### config.mk
export PLATFORM = sky130hd
export DESIGN_NAME = cardinal_nic_flat
export DESIGN_NICKNAME = d
export VERILOG_FILES = /design/src/rtl/cardinal_pkg.sv /design/src/rtl/cardinal_nic_if.sv /design/src/rtl/nic_channel_buffer.sv /design/src/rtl/cardinal_nic.sv /design/src/flat_wrapper.sv
export SDC_FILE = /design/constraint.sdc
export NUM_CORES = 1
export LEC_CHECK = 0
export CORE_ASPECT_RATIO = 1.2
export CORE_UTILIZATION = 43
export CTS_CLUSTER_DIAMETER = 60
export CTS_CLUSTER_SIZE = 40
export DETAILED_ROUTE_END_ITERATION = 7
export PLACE_DENSITY = 0.83
export SLEW_MARGIN = 5
export SYNTH_ARGS = -nofsm -noshare
export SYNTH_HDL_FRONTEND = slang
export SYNTH_SLANG_ARGS = --single-unit
### constraint.sdc
create_clock -name clk -period 3.2 [get_ports clk]
set_input_delay 0.48 -clock clk [delete_from_list [all_inputs] [get_ports clk]]
set_output_delay 0.48 -clock clk [all_outputs]
set_load 0.01 [all_outputs]
### src/rtl/cardinal_pkg.sv
// cardinal_pkg: shared constants for the cardinal NIC (word width, VC tag bit, register map)
package cardinal_pkg;
   localparam int DATA_WIDTH = 64;
   localparam int VC_BIT = 0;
   localparam logic [1:0] IBUF = 2'b00, ISTAT = 2'b01, OBUF = 2'b10, OSTAT = 2'b11;
endpackage

### src/rtl/cardinal_nic_if.sv
// cardinal_nic_if: processor register port plus router input/output channels of the NIC
// processor: addr, d_in, d_out, nicEn, nicWrEn
// router in: net_si (valid), net_ri (ready), net_di (data)
// router out: net_so (valid), net_ro (ready), net_do (data), net_polarity
interface cardinal_nic_if #(parameter int DATA_WIDTH = cardinal_pkg::DATA_WIDTH);
   logic [1:0] addr;
   logic [DATA_WIDTH-1:0] d_in, d_out;
   logic nicEn, nicWrEn;
   logic net_si, net_ri;
   logic [DATA_WIDTH-1:0] net_di;
   logic net_so, net_ro;
   logic [DATA_WIDTH-1:0] net_do;
   logic net_polarity;
   modport master (
      output addr, d_in, nicEn, nicWrEn, net_si, net_di, net_ro, net_polarity,
      input d_out, net_ri, net_so, net_do
   );
   modport slave (
      input addr, d_in, nicEn, nicWrEn, net_si, net_di, net_ro, net_polarity,
      output d_out, net_ri, net_so, net_do
   );
endinterface

### src/rtl/nic_channel_buffer.sv
// nic_channel_buffer: single-entry data register with full flag
// set loads d and marks full; clr drops full and keeps q; reset clears both
module nic_channel_buffer #(parameter int W = 64) (
   input  logic         clk,
   input  logic         reset,
   input  logic         set,
   input  logic         clr,
   input  logic [W-1:0] d,
   output logic [W-1:0] q,
   output logic         full
);
   always_ff @(posedge clk) begin
      if (reset) begin
         q <= '0;
         full <= 1'b0;
      end else if (set) begin
         q <= d;
         full <= 1'b1;
      end else if (clr)
         full <= 1'b0;
   end
endmodule

### src/rtl/cardinal_nic.sv
// cardinal_nic: memory-mapped NIC joining a processor to a router through one input and one output buffer
// ports: clk, reset (sync, active high), bus (cardinal_nic_if.slave: processor registers and router channels)
module cardinal_nic import cardinal_pkg::*; #(
   parameter int DATA_WIDTH = cardinal_pkg::DATA_WIDTH,
   parameter int VC_BIT = cardinal_pkg::VC_BIT
) (
   input logic clk,
   input logic reset,
   cardinal_nic_if.slave bus
);
   logic [DATA_WIDTH-1:0] ibuf_q, obuf_q;
   logic ibuf_full, obuf_full;
   logic ibuf_set, ibuf_clr, obuf_set;
   logic rd, wr;
   assign rd = bus.nicEn & ~bus.nicWrEn;
   assign wr = bus.nicEn & bus.nicWrEn;
   // set requires empty and clear requires full, so the strobes of one buffer never coincide
   assign ibuf_set = bus.net_si & bus.net_ri;
   assign ibuf_clr = rd & (bus.addr == IBUF) & ibuf_full;
   assign obuf_set = wr & (bus.addr == OBUF) & ~obuf_full;
   assign bus.net_ri = ~ibuf_full & ~reset;
   // packets use [0:63] numbering, so tag bit VC_BIT sits at index DATA_WIDTH-1-VC_BIT here
   assign bus.net_so = obuf_full & bus.net_ro & (obuf_q[DATA_WIDTH-1-VC_BIT] != bus.net_polarity) & ~reset;
   assign bus.net_do = obuf_q;
   // status flag is bit DATA_WIDTH-1 in [0:63] numbering, i.e. the LSB of this vector
   assign bus.d_out = (bus.addr == IBUF) ? ibuf_q :
                      (bus.addr == ISTAT) ? {{(DATA_WIDTH-1){1'b0}}, ibuf_full} :
                      (bus.addr == OSTAT) ? {{(DATA_WIDTH-1){1'b0}}, obuf_full} : '0;
   nic_channel_buffer #(.W(DATA_WIDTH)) u_ibuf (
      .clk(clk), .reset(reset), .set(ibuf_set), .clr(ibuf_clr), .d(bus.net_di), .q(ibuf_q), .full(ibuf_full)
   );
   nic_channel_buffer #(.W(DATA_WIDTH)) u_obuf (
      .clk(clk), .reset(reset), .set(obuf_set), .clr(bus.net_so), .d(bus.d_in), .q(obuf_q), .full(obuf_full)
   );
endmodule

### src/flat_wrapper.sv
// flat-port wrapper written by rule: the top's interface ports become plain ports
module cardinal_nic_flat import cardinal_pkg::*;
#(
   parameter int DATA_WIDTH = cardinal_pkg::DATA_WIDTH,
   parameter int VC_BIT = cardinal_pkg::VC_BIT
)
  (clk, reset, bus_addr, bus_d_in, bus_nicEn, bus_nicWrEn, bus_net_si, bus_net_di, bus_net_ro, bus_net_polarity, bus_d_out, bus_net_ri, bus_net_so, bus_net_do);
  cardinal_nic_if #(.DATA_WIDTH(DATA_WIDTH)) bus_i ();
  input logic clk;
  input logic reset;
  input wire logic [$bits(bus_i.addr)-1:0] bus_addr;
  input wire logic [$bits(bus_i.d_in)-1:0] bus_d_in;
  input wire logic [$bits(bus_i.nicEn)-1:0] bus_nicEn;
  input wire logic [$bits(bus_i.nicWrEn)-1:0] bus_nicWrEn;
  input wire logic [$bits(bus_i.net_si)-1:0] bus_net_si;
  input wire logic [$bits(bus_i.net_di)-1:0] bus_net_di;
  input wire logic [$bits(bus_i.net_ro)-1:0] bus_net_ro;
  input wire logic [$bits(bus_i.net_polarity)-1:0] bus_net_polarity;
  output wire logic [$bits(bus_i.d_out)-1:0] bus_d_out;
  output wire logic [$bits(bus_i.net_ri)-1:0] bus_net_ri;
  output wire logic [$bits(bus_i.net_so)-1:0] bus_net_so;
  output wire logic [$bits(bus_i.net_do)-1:0] bus_net_do;
  assign bus_i.addr = bus_addr;
  assign bus_i.d_in = bus_d_in;
  assign bus_i.nicEn = bus_nicEn;
  assign bus_i.nicWrEn = bus_nicWrEn;
  assign bus_i.net_si = bus_net_si;
  assign bus_i.net_di = bus_net_di;
  assign bus_i.net_ro = bus_net_ro;
  assign bus_i.net_polarity = bus_net_polarity;
  assign bus_d_out = bus_i.d_out;
  assign bus_net_ri = bus_i.net_ri;
  assign bus_net_so = bus_i.net_so;
  assign bus_net_do = bus_i.net_do;
  cardinal_nic #(.DATA_WIDTH(DATA_WIDTH), .VC_BIT(VC_BIT)) u_core (.clk(clk), .reset(reset), .bus(bus_i));
endmodule
### Word-level counts from Yosys, hierarchy flattened

Index checks and enable logic that the tools add are counted.

| storage, ports and cells | value |
|---|---|
| bits in registers | 130 |

| cells by class | value |
|---|---|
| equality and inequality tests | 4 |
| multiplexer cells | 7 |
| bitwise logic cells | 15 |
| reduce and logical (&&, ||, !) cells | 3 |

Operators by type and width:

| kind | count |
|---|---|
| 64-bit two-way mux | 2 |
| 1-bit bitwise AND | 11 |
| 1-bit two-way mux | 5 |
| 2-bit == test (second input constant) | 2 |
| 1-bit NOT | 4 |
| 2-bit nonzero test | 2 |
| 2-bit by 1-bit == test with 1-bit output (second input constant) | 1 |
| 2-bit zero test | 1 |
| 1-bit != test | 1 |

### Longest topological paths before layout

Gate-level depths: netlist (run 1).

| logic depth | value |
|---|---|
| depth in word-level cells | 6 |
| mapped depth | 6 |
| depth with buffers taken out | 3 |

### By module

A second synthesis (run 1) with hierarchy kept.

| unflattened totals | value |
|---|---|
| cells, all modules | 501 |
| area, all modules | 5250.0 sq um |

By module, submodules not included:

| module | instances | cells each | area an instance (sq um) | sequential area each (sq um) |
|---|---|---|---|---|
| nic_channel_buffer | 2 | 210 | 2344.7 | 1301.2 |
| cardinal_nic | 1 | 81 | 560.5 | 0.0 |

### Worst setup path after synthesis (run 1)

OpenSTA, ideal clock, no wires.

| path | value |
|---|---|
| kind | input to output |
| from | in bus_addr[0] |
| to | out bus_d_out[10] |
| data arrival time | 1148 ps |
| data required time | 2720 ps |
| setup slack | 1572 ps |
| stages | 4 |
| path buffers | 2 |
| path through | nor2_1 > buf_2 > clkbuf_1 > and2_1 |

| on the way | value |
|---|---|
| longest elaborated chain between the ends | 2 |

RTL lines:

| element | line | source |
|---|---|---|
| start: declaration | flat_wrapper.sv:11 | `input wire logic [$bits(bus_i.addr)-1:0] bus_addr;` |
| 2-bit zero test | cardinal_nic.sv:26 | `assign bus.d_out = (bus.addr == IBUF) ? ibuf_q :` |
| 64-bit two-way mux | cardinal_nic.sv:26 |  |
| end: declaration | flat_wrapper.sv:19 | `output wire logic [$bits(bus_i.d_out)-1:0] bus_d_out;` |

Every way passes these cells.

### Final worst setup path (run 1)

| path | value |
|---|---|
| from | in reset |
| to | out bus_net_so |

| on the way | value |
|---|---|
| longest elaborated chain between the ends | 2 |

RTL lines:

| element | line | source |
|---|---|---|
| start: declaration | flat_wrapper.sv:10 | `input logic reset;` |
| 1-bit NOT | cardinal_nic.sv:23 | `assign bus.net_so = obuf_full & bus.net_ro & (obuf_q[DATA_WIDTH-1-VC_BIT] != bus.net_polarity) & ~reset;` |
| 1-bit bitwise AND | cardinal_nic.sv:23 |  |
| end: declaration | flat_wrapper.sv:21 | `output wire logic [$bits(bus_i.net_so)-1:0] bus_net_so;` |

Every way passes these cells.

==> summary.txt, run 1 <==
Run status
  – Outcome: finished, final reports clean

Timing
  – Worst Skew: 4.90 ps
  – Setup_tns: 0 ps
  – Hold Vio Cnt, Final: 0
  – Slew margin rel.: 51.1%
  – RSZ-0062 raised after global routing: no
  – # setup viols final: 0
  – Post-layout min period: 2580 ps
  – Period utilisation layout: 80.6%
  – Fmax: 388 MHz
  – Max-slew violations: 0
  – Worst-Margin Slew: 733 ps

Logic synthesis
  – Mapped Area: 5320 um2
  – Register area share after synthesis: 48.9%
  – Yosys reg bits: 130
  – Asr flop ratio synth: 0%
  – Synth Instances: 640
  – Mean Syn Cell Area: 8.32 um2
  – Syn Nets: 777
  – Post-synth EDFFs: 0
  – Unique masters post-synth: 23
  – Top FF cell, synth: dfxtp_1
  – Synth warnings: 0

Hold path
  – WHS Endpoint: u_core.u_ibuf.q[56]
  – HP Class: flip-flop to flip-flop
  – Hold path cells: 2
  – Min-delay src: u_core.u_ibuf.q[56]

Layout
  – Fin area: 8710 um2
  – Multi-input gate area: 2440 um2
  – FF+latch area: 2600 um2
  – Most frequent cells in the layout: 266 x clkdlybuf4s50_1, 256 x nand2_1, 130 x dfxtp_1
  – # diodes: 0
  – Final Util: 72.2%
  – Fill cell count: 894
  – Final Net Count: 1,026
  – Area delta synth->final: 63.6%
  – Share of layout cells above drive strength 1: 5.54%
  – Most common cell after layout, fill and taps aside: clkdlybuf4s50_1

Die
  – # IOs: 267
  – Die area: 12,800 um2
  – Die X: 104 um
  – Die span in y: 124 um
  – Initial Util: 44.2%
  – CORE AREA: 12,100 um2
  – Row count: 44

CTS
  – Clk sinks: 130
  – CTS tree: yes
  – Post-CTS setup buffers: 0
  – Post_cts resized: 0
  – Clock buffer depth: 2
  – Clk_lat worst skew: 400 ps
  – Hold Buf Count CTS: 0
  – Clock transition at the registers of the reported paths: 60 ps
  – Cts bufs inserted: 17
  – Clk Tree Root Cell: clkbuf_16
  – H-Tree Depth: 4

Worst setup path
  – Cell mode on critical path: clkdlybuf4s50_1
  – Required time of the critical path: 2720 ps
  – WP buf/inv: 2
  – Critical Path, Cell by Cell: clkdlybuf4s50_1 -> nand2b_1 -> nor3b_1 -> clkdlybuf4s50_1
  – Crit-path slowest cell: clkdlybuf4s50_1
  – Max incr delay on CP: 580 ps
  – Crit path max fanout: 4
  – Worst reg-to-reg setup slack: 1690 ps
  – FF-to-FF Start: u_core.u_ibuf.full
  – Worst EP arrival: 2100 ps
  – Critical path class: input port to output pin
  – CP startpoint kind: input port
  – Worst R2R End: u_core.u_ibuf.q[50]
  – CP delay by family, top: buffers and inverters
  – Crit. End Element: output pin
  – Reg2reg path depth: 3

Placement
  – Placed inst area: 8070 um2
  – GPL Wtd Cong: 0.776
  – Dpl hpwl: 10,500 um
  – I/O Buffers: 266

Global route
  – First-pass GRT wire length: 23,400 um
  – Largest net degree at the start of global routing: 105
  – Initial antenna violation count: 1
  – Vias in the first global route: 4,717
  – Aggregate global routing overflow: 0
  – Gr usage total: 23.3%

Detailed routing
  – ANT nets after route: 0
  – Drt drc: 0
  – Drt pass-1 iters: 5
  – WL final: 15,100 um
  – Via Count: 4,978
  – Wire per inst: 14.2 um
  – Drt via density: 4.68
  – DR iter-0 viols: 238

Power
  – Sw power: 0.000966 W
  – Clock network fraction of design power: 47.9%
  – Power, Total: 0.00431 W
  – Switch share: 22.4%
  – Power share of the combinational group: 11.5%
  – VDD IR max: 0.000308 V
  – Pleak: 3.21 nW
  – P_int: 0.00335 W
  – Cell Pwr Density: 495 nW/um2
  – Sequential power share: 40.6%

Run
  – Max cap viols: 0
worst max-delay path by stage:
stage                          endpoint   startpoint  depth (start not counted)  slack, ps
after detailed placement  bus_d_out[60]  bus_addr[0]                          5        610
after floorplan           bus_d_out[10]  bus_addr[0]                          4       1570
after global placement    bus_d_out[60]  bus_addr[0]                          5        620
final                        bus_net_so        reset                          4        620
after global routing         bus_net_so        reset                          4        510
after CTS                 bus_d_out[60]  bus_addr[0]                          5        600
worst reg2reg max path, stage by stage (launching register included):
cell	delay, ps
dfxtp_1	360
nor3b_4	530
buf_4	360
o21ai_0	130
power by group through the flow:
stage               clock network [W]  logic [W]  registers (W)
global placement                    0   0.000489        0.00178
detailed placement                  0   0.000496        0.00178
global route                  0.00218   0.000546        0.00176
finish                        0.00207   0.000497        0.00175
floorplan                           0   0.000201        0.00178
CTS                           0.00210   0.000501        0.00175
flip-flops by register name (all words and copies together), names as in the netlist:
name,flops
u_core.u_ibuf.q,64
u_core.u_obuf.q,64
u_core.u_ibuf.full,1
u_core.u_obuf.full,1
through the flow:
stage | std cells | setup WS (ps) | hold WS, ps
2_1_floorplan | 640 | 1570 | 431
3_3_place_gp | 1031 | 617 | 439
6_report | 1063 | 622 | 452
5_1_grt | 1063 | 507 | 471
4_1_cts | 1063 | 602 | 455
3_5_place_dp | 1031 | 614 | 447
Yosys cell counts (3+ instances only):
library cell	number	area (um2)
nand2_1	256	961
clkbuf_1	16	60.1
dfxtp_1	130	2600
o21ai_0	64	320
buf_6	3	33.8
buf_2	19	95.1
nor2_1	3	11.3
and2_1	63	394
clkbuf_2	3	15.0
buf_8	5	75.1
mux2i_1	64	641
buf_4	3	22.5
layout make-up:
cell class | instances | area share, %
Clock inverter | 12 | 2.08
Inverter | 1 | 0.101
Clock buffer | 20 | 5.24
Timing Repair Buffer | 279 | 32.4
Sequential cell | 130 | 29.9
Multi-Input combinational cell | 460 | 28.0
Tap cell | 161 | 2.31
cell families (layout without fill, tap and decap cells):
logic type             Yosys count  after routing  share of synthesized area, %
flip-flops                     130            130                          48.9
XOR/XNOR                         1              1                         0.165
AO/OA/AOI/OAI                   67             67                          6.51
multiplexers                    65             65                          12.2
buffers and inverters           50            312                          5.73
AND/OR/NAND/NOR                327            327                          26.5
metal layers:
layer  global-route usage, %  up-vias  part of all wire, %
li1                        -     2538                    -
met1                    25.2     2216                   40
met2                    41.0      189                   49
met3                    8.06       33                  7.7
met4                    11.1        2                  3.1
met5                       0        -                0.086
Note: power is estimated with default switching activity, not from simulation.
==> run 2: changes to the inputs <==
- CORE_UTILIZATION: 43 -> 40
- PLACE_DENSITY: 0.83 -> 0.78
- clock period: 3.2 -> 2.5 ns (I/O delays scaled with it)
==> run 2 against run 1 <==
Compared with the run above: total power grew 30%; sequential share of layout area shrank 0.43 points; design area grew 1.5%; first-iteration DRC count shrank 21%; die area grew 7.4%; sequential power grew 28%; critical path type unchanged; highest routed layer is now met4.
==> summary.txt, run 2 (synthesis gave the netlist of run 1 again) <==
Die
  – Initial Util: 41.5%
  – Die span in y: 128 um
  – Die X: 107 um
  – # IOs: 267
  – CORE AREA: 12,800 um2
  – Die area: 13,800 um2
  – Row count: 45

Detailed routing
  – WL final: 15,100 um
  – Via Count: 4,962
  – Drt via density: 4.63
  – DR iter-0 viols: 189
  – Wire per inst: 14.1 um
  – Drt pass-1 iters: 4
  – ANT nets after route: 0
  – Drt drc: 0

Layout
  – Area delta synth->final: 66.0%
  – Most common cell after layout, fill and taps aside: clkdlybuf4s50_1
  – Fill cell count: 1,025
  – FF+latch area: 2600 um2
  – # diodes: 0
  – Final Net Count: 1,032
  – Largest regs: u_core.u_ibuf.q (64), u_core.u_obuf.q (64)
  – Share of layout cells above drive strength 1: 6.06%
  – Most frequent cells in the layout: 266 x clkdlybuf4s50_1, 256 x nand2_1, 130 x dfxtp_1
  – Multi-input gate area: 2440 um2

CTS
  – CTS tree: yes
  – Clk_lat worst skew: 410 ps
  – Clock buffer depth: 2
  – Clk Tree Root Cell: clkbuf_16
  – Clk sinks: 130
  – Post-CTS setup buffers: 0
  – Clock transition at the registers of the reported paths: 50 ps
  – Hold Buf Count CTS: 0
  – H-Tree Depth: 4
  – Post_cts resized: 0
  – Cts bufs inserted: 17

Timing
  – Setup_tns: 0 ps
  – # setup viols final: 0
  – RSZ-0062 raised after global routing: no
  – Final setup margin: 138 ps
  – Hold Vio Cnt, Final: 0
  – Max-slew violations: 0
  – Slew margin rel.: 60.0%
  – Period utilisation layout: 94.5%
  – Worst-Margin Slew: 599 ps
  – Worst Skew: 6.18 ps
  – Fmax: 423 MHz
  – Post-layout min period: 2360 ps

Worst setup path
  – Worst reg-to-reg setup slack: 1040 ps
  – Crit. End Element: output pin
  – Critical path class: input port to output pin
  – Required time of the critical path: 2120 ps
  – Crit path max fanout: 65
  – CP startpoint kind: input port
  – Worst EP arrival: 1990 ps

Global route
  – Gr usage total: 22.2%
  – Vias in the first global route: 4,807
  – Largest net degree at the start of global routing: 72
  – Aggregate global routing overflow: 0
  – First-pass GRT wire length: 23,500 um
  – Initial antenna violation count: 0

Placement
  – Pre-CTS WS: 162 ps
  – I/O Buffers: 266
  – Dpl hpwl: 11,000 um
  – GPL Wtd Cong: 0.788

Power
  – Pleak: 3.28 nW
  – VDD IR max: 0.000412 V
  – Power, Total: 0.00561 W
  – Cell Pwr Density: 635 nW/um2

Run
  – Max cap viols: 0

Run status
  – Outcome: finished, final reports clean

Hold path
  – HP Class: flip-flop to flip-flop
run 2: changes by cell type in the layout (fill, tap and decap cells not counted), sizes merged:
cell,previous run,this run
clkinvlp,4,0
clkbuf,20,22
clkinv,4,5
buf,13,19
bufinv,4,5
run 2: metal layers:
| metal | vias up | GRT usage [%] | share of wire [%] |
|---|---|---|---|
| li1 | 2561 | - | - |
| met1 | 2210 | 23.1 | 39 |
| met2 | 153 | 39.9 | 51 |
| met3 | 38 | 6.89 | 5.9 |
| met4 | 0 | 11.9 | 3.7 |
| met5 | - | 0 | 0 |
run 2: final cells by class:
cell class | count | share of cell area [%]
clock buffer | 22 | 5.37
clock inverter | 10 | 2.02
inverter | 1 | 0.0991
multi-input combinational | 460 | 27.6
sequential | 130 | 29.4
tap | 164 | 2.32
timing repair buffer | 285 | 33.2
run 2: power breakdown:
part           internal (W)  switching (W)
combinational      0.000397       0.000258
sequential          0.00218      0.0000600
clock               0.00184       0.000871
run 2: final timing paths:
| path | start | endpoint | cells past startpoint |
|---|---|---|---|
| worst max-delay path | bus_addr[1] | bus_d_out[27] | 5 |
| worst min-delay path | u_core.u_ibuf.q[17] | u_core.u_ibuf.q[17] | 2 |
| worst max register to register | u_core.u_ibuf.full | u_core.u_ibuf.q[8] | 3 |
| worst min register to register | u_core.u_ibuf.q[17] | u_core.u_ibuf.q[17] | 2 |
run 2: critical path, cell delays in order:
cell             delay, ps
clkdlybuf4s50_1        490
nor2_4                 140
buf_12                 220
and2_1                 170
clkdlybuf4s50_1        550
run 2: through the flow:
stage	instances	utilization, %	area (um2)	hold slack (ps)
2_1_floorplan	640	-	5320	431
3_3_place_gp	1040	63.8	8180	438
3_5_place_dp	1040	63.8	8180	446
4_1_cts	1072	68.8	8840	456
5_1_grt	1072	68.8	8840	469
6_report	1072	68.8	8840	453
